[src/rtl/core_if_istr_fifo_pkg.sv]
// Shared types for the fetch -> ID instruction buffer.
package core_if_istr_fifo_pkg;

    // One fetched word as it travels from fetch to the decoder.
    typedef struct packed {
        logic [31:0] pc;
        logic [31:0] istr;
        logic        err;
    } if_istr_entry_t;

    // addi x0, x0, 0 -- what the decoder sees when nothing is valid.
    localparam logic [31:0] ISTR_NOP = 32'h00000013;

endpackage

[src/rtl/core_if_istr_fifo.sv]
// Instruction buffer between fetch and ID: a DEPTH-entry FIFO of {pc, istr, err}.
// Head entry is read straight out of the array (no output register).
// Optional macro ISTR_FIFO_BYPASS_EN: when the buffer is empty, a pushed word is
// forwarded to ID in the same cycle and skips the array if ID takes it at once.
module core_if_istr_fifo
    import core_if_istr_fifo_pkg::*;
#(
    parameter int DEPTH = 4
) (
    input  logic                     clk,
    input  logic                     rest,
    input  logic                     flush,
    input  logic                     if_valid,
    output logic                     if_ready,
    input  logic [31:0]              if_pc,
    input  logic [31:0]              if_istr,
    input  logic                     if_err,
    output logic                     id_valid,
    input  logic                     id_ready,
    output logic [31:0]              id_pc,
    output logic [31:0]              id_istr,
    output logic                     id_err,
    output logic [$clog2(DEPTH):0]   count
);

    localparam int AW = $clog2(DEPTH);
    localparam int CW = AW + 1;

    if_istr_entry_t mem [DEPTH];
    if_istr_entry_t head;
    logic [AW-1:0]  wr_ptr;
    logic [AW-1:0]  rd_ptr;

    logic push;
    logic pop;
    logic byp;
    logic stored_vld;
    logic wr_en;
    logic rd_adv;

    // Full blocks intake even if ID pops this cycle, so id_ready never reaches if_ready.
    assign if_ready   = rest && !flush && (count != CW'(DEPTH));
    assign push       = if_valid && if_ready;
    assign stored_vld = rest && !flush && (count != '0);

`ifdef ISTR_FIFO_BYPASS_EN
    assign byp = push && (count == '0);
`else
    assign byp = 1'b0;
`endif

    assign id_valid = stored_vld || byp;
    assign pop      = id_valid && id_ready;
    // A bypassed word consumed immediately never touches the array or pointers.
    assign wr_en    = push && !(byp && id_ready);
    assign rd_adv   = pop && !byp;
    assign head     = mem[rd_ptr];

    // Payload storage; deliberately not reset, only written on an accepted push.
    always_ff @(posedge clk) begin
        if (wr_en) begin
            mem[wr_ptr] <= '{pc: if_pc, istr: if_istr, err: if_err};
        end
    end

    // Pointers and occupancy; reset beats flush, flush beats push/pop.
    always_ff @(posedge clk) begin
        if (!rest) begin
            wr_ptr <= '0;
            rd_ptr <= '0;
            count  <= '0;
        end else if (flush) begin
            wr_ptr <= '0;
            rd_ptr <= '0;
            count  <= '0;
        end else begin
            if (wr_en)  wr_ptr <= wr_ptr + 1'b1;
            if (rd_adv) rd_ptr <= rd_ptr + 1'b1;
            case ({wr_en, rd_adv})
                2'b10:   count <= count + 1'b1;
                2'b01:   count <= count - 1'b1;
                default: count <= count;
            endcase
        end
    end

    // Output mux: bypass word, else stored head, else a harmless NOP.
    always_comb begin
        id_pc   = '0;
        id_istr = ISTR_NOP;
        id_err  = 1'b0;
        if (byp) begin
            id_pc   = if_pc;
            id_istr = if_istr;
            id_err  = if_err;
        end else if (stored_vld) begin
            id_pc   = head.pc;
            id_istr = head.istr;
            id_err  = head.err;
        end
    end

endmodule

[config.mk]
export PLATFORM = sky130hd
export DESIGN_NAME = core_if_istr_fifo
export DESIGN_NICKNAME = d
export VERILOG_FILES = /design/src/rtl/core_if_istr_fifo_pkg.sv /design/src/rtl/core_if_istr_fifo.sv
export SDC_FILE = /design/constraint.sdc
export NUM_CORES = 1
export LEC_CHECK = 0
export BUFFER_PORTS_ARGS = -buffer_cell sky130_fd_sc_hd__buf_2
export CAP_MARGIN = 20
export CORE_MARGIN = 3
export CORE_UTILIZATION = 50
export CTS_CLUSTER_DIAMETER = 150
export DETAILED_ROUTE_END_ITERATION = 7
export GPL_ROUTABILITY_DRIVEN = 1
export GPL_TIMING_DRIVEN = 0
export PLACE_DENSITY = 0.68
export SETUP_SLACK_MARGIN = 0.02
export SLEW_MARGIN = 25
export SYNTH_ARGS = -nofsm -noshare
export SYNTH_HDL_FRONTEND = slang
export SYNTH_SLANG_ARGS = --single-unit
export TNS_END_PERCENT = 1
[constraint.sdc]
create_clock -name clk -period 10.2 [get_ports clk]
set_clock_uncertainty 0.05 [all_clocks]
set_input_delay 3.06 -clock clk [delete_from_list [all_inputs] [get_ports clk]]
set_output_delay 3.06 -clock clk [all_outputs]
set_load 0.02 [all_outputs]
==> results.py <==
metrics = {
    "pwr": {
        "power_frac_seq": 0.558,
        "internal_power_mw": 1.80,
        "peakVddDrop_mv": 0.134,
        "switchingPower_mw": 0.404,
        "combPwrFrac": 0.025,
        "power_per_cell_area_nw_per_um2": 179,
        "clockPowerShare": 0.417,
        "finalPower_mw": 2.20,
        "p_leak_nw": 4.17,
        "switching_share": 0.183,
    },
    "die": {
        "core_area_sq_um": 19800,
        "rows": 51,
        "die_w_microns": 150,
        "die_y_microns": 150,
        "num_io_pins": 140,
        "start_util": 0.520,
        "dieArea_sq_um": 22400,
    },
    "timing": {
        "max_freq_mhz": 127,
        "timing.hold.ws_ps": 469,
        "finalMaxSlewViolations": 0,
        "tightest_slew_ps": 686,
        "hold_viol_final": 0,
        "rsz0062_at_grt": "false",
        "max_slew_margin": 0.543,
        "finalSetupViolCount": 0,
        "setup_ws_ps": 2350,
        "setup_tns_ps": 0,
        "fin_crit_ps": 7850,
        "period_share": 0.770,
    },
    "clock_tree": {
        "cts_tree": "yes",
        "insertion_delay_ps": 520,
        "hold_buffers": 0,
        "clk_pin_slew_ps": 60,
        "clock-sinks": 269,
        "post_cts_resized": 0,
        "cts_setup_buffers": 0,
        "cts_buffers": 28,
        "htree_levels": 1,
        "ctsRootBufferMaster": "clkbuf_16",
        "clk_path_buf_depth": 3,
    },
    "final_layout": {
        "drive_above_1_share": 0.401,
        "final_util": 0.620,
        "diodes": 0,
        "finalNetCount": 715,
        "area_growth_pct": 19.3,
    },
    "synth": {
        "synth_area_leaders": "edfxtp_1 76%, mux4_2 14%, nor2b_1 3.8%, dfxtp_1 1.7%, buf_6 0.66%",
        "synth_warnings": 0,
        "synth-edff-count": 260,
        "ys_seq_elements": 269,
        "synth.distinct_cells": 27,
        "post-synth-top-area-cell": "edfxtp_1",
        "netlist_area_sq_um": 10300,
        "avgSynthCellArea_sq_um": 22.1,
        "synth_seq_area_share": 0.775,
        "syn-num-nets": 542,
        "postSynthCellCount": 466,
        "synth_top_cell_area_share": 0.757,
        "synth_common_cells": "260 x edfxtp_1, 65 x mux4_2, 63 x nor2b_1",
        "synth_ff_type": "edfxtp_1",
        "synthArstFlopShare": 0,
        "synth.most_common_cell": "edfxtp_1",
    },
    "setup_path": {
        "path_buf_inv": 4,
        "crit_fanout": 10,
        "worstPathArrival_ps": 4740,
        "end_kind": "output pin",
        "critPathTopFamily": "buffers and inverters",
        "path_cells": "buf_2 > nor2b_1 > o31ai_2 > buf_2 > clkbuf_1 > nor2b_1 > buf_2",
        "slowest_delay_ps": 570,
        "crit_path_start_kind": "input port",
        "rrSetupSlack_ps": 7790,
        "cp.required_ps": 7090,
        "crit_top_cell": "buf_2",
        "worst_path_max_delay_cell": "clkbuf_1",
        "crit_type": "input port to output pin",
    },
    "drt": {
        "post_drt_wl_per_cell_microns": 20.3,
        "viasPerCell": 5.38,
        "drt_pre_antenna_iters": 4,
        "drc": 0,
        "drt-initial-drc-count": 226,
        "wl_microns": 18800,
        "vias": 4969,
        "drtAntennaViolNets": 0,
    },
    "job": {
        "cap_violations": 0,
    },
    "placement": {
        "numPortBuffers": 139,
        "dp_slack_ps": 2330,
        "gp_congestion": 0.771,
        "place_hpwl_microns": 11700,
    },
    "global_routing": {
        "gr-total-overflow": 0,
        "antenna_found_initial": 5,
        "grt_pass1_vias": 5332,
        "track_usage": 0.170,
        "grt_pass1_wl_microns": 29000,
        "grt_max_degree": 43,
    },
    "min_path": {
        "hold_class": "flip-flop to flip-flop",
    },
    "outcome": {
        "status": "finished, final reports clean",
    },
}
## registers in the layout, indices dropped and copies added, names as in the netlist, named ones only
name and cells:
mem 260, count 3, rd_ptr 2, wr_ptr 2
## layer usage
| metal | routed length, microns | part of all wire | vias up | global-route usage |
|---|---|---|---|---|
| li1 | - | - | 2221 | - |
| met1 | 7480 | 0.40 | 2527 | 0.217 |
| met2 | 9410 | 0.50 | 169 | 0.295 |
| met3 | 1430 | 0.076 | 42 | 0.0466 |
| met4 | 376 | 0.020 | 10 | 0.0412 |
| met5 | 59 | 0.0031 | - | 0 |
## cell type report
cell class	count	area (sq um)
Multi-Input combinational cell	167	2160
Timing Repair Buffer	143	806
Clock buffer	43	820
Clock inverter	6	26.3
Tap cell	265	332
Sequential cell	269	7990
Fill cell	1428	7540
Inverter	8	30.0
Buffer	22	141
## worst paths after layout
kind,startpoint,endpoint,cells past startpoint
worst min-delay path,wr_ptr[1]$_SDFFE_PP0P_,wr_ptr[1]$_SDFFE_PP0P_,2
worst max register to register,count[0]$_SDFFE_PP0P_,mem[0][23]$_DFFE_PP_,4
worst min register to register,wr_ptr[1]$_SDFFE_PP0P_,wr_ptr[1]$_SDFFE_PP0P_,2
worst max-delay path,rest,id_pc[13],7
## stage by stage
step	instance area, sq um	instances
2_1_floorplan	10300	466
3_5_place_dp	11500	874
3_3_place_gp	11300	870
6_report	12300	923
5_1_grt	12300	923
4_1_cts	12300	923
## worst reg2reg max path: stages (launching register included)
cell     delay, ps
dfxtp_1        480
nor3b_1        120
nor3b_2        550
and2_4         560
buf_16         300
## kinds of logic after synthesis
logic type	Yosys count	share of synthesized area
mux	67	0.144
simple gates	84	0.0493
buf+inv	30	0.0166
flops	269	0.775
compound gates	6	0.00425
fa+ha+maj	6	0.00801
xor+xnor	4	0.00340
## layout by cell type, fill, tap and decap left out
cell | synthesis | routed
edfxtp_1 | 260 | 260
buf_2 | 8 | 147
mux4_2 | 65 | 65
nor2b_1 | 63 | 63
clkbuf_16 | 0 | 30
clkbuf_1 | 6 | 17
dfxtp_1 | 9 | 9
inv_1 | 8 | 8
nor2_1 | 8 | 8
buf_6 | 6 | 6
ha_1 | 5 | 5
and2_4 | 0 | 4
xor2_1 | 4 | 4
buf_16 | 0 | 4
or2_1 | 3 | 3
clkinv_2 | 0 | 3
clkinv_1 | 0 | 3
a21oi_1 | 2 | 2
nand2_1 | 2 | 2
mux2i_1 | 2 | 2
clkbuf_8 | 0 | 2
nand2b_1 | 1 | 1
o31ai_1 | 1 | 1
o31ai_2 | 1 | 1
buf_1 | 1 | 1
buf_4 | 1 | 1
nor3b_1 | 1 | 1
nor3b_2 | 1 | 1
o311ai_1 | 1 | 1
o21ai_0 | 1 | 1
or3_1 | 1 | 1
fa_1 | 1 | 1
## power by group through the flow
stage	sequential (mW)	combinational, mW	clock [mW]
finish	1.23	0.0550	0.918
detailed placement	1.25	0.0555	0
floorplan	1.25	0.0233	0
global placement	1.25	0.0500	0
global route	1.23	0.0606	0.981
CTS	1.23	0.0557	0.944
Power figures use the tool's default switching activity.
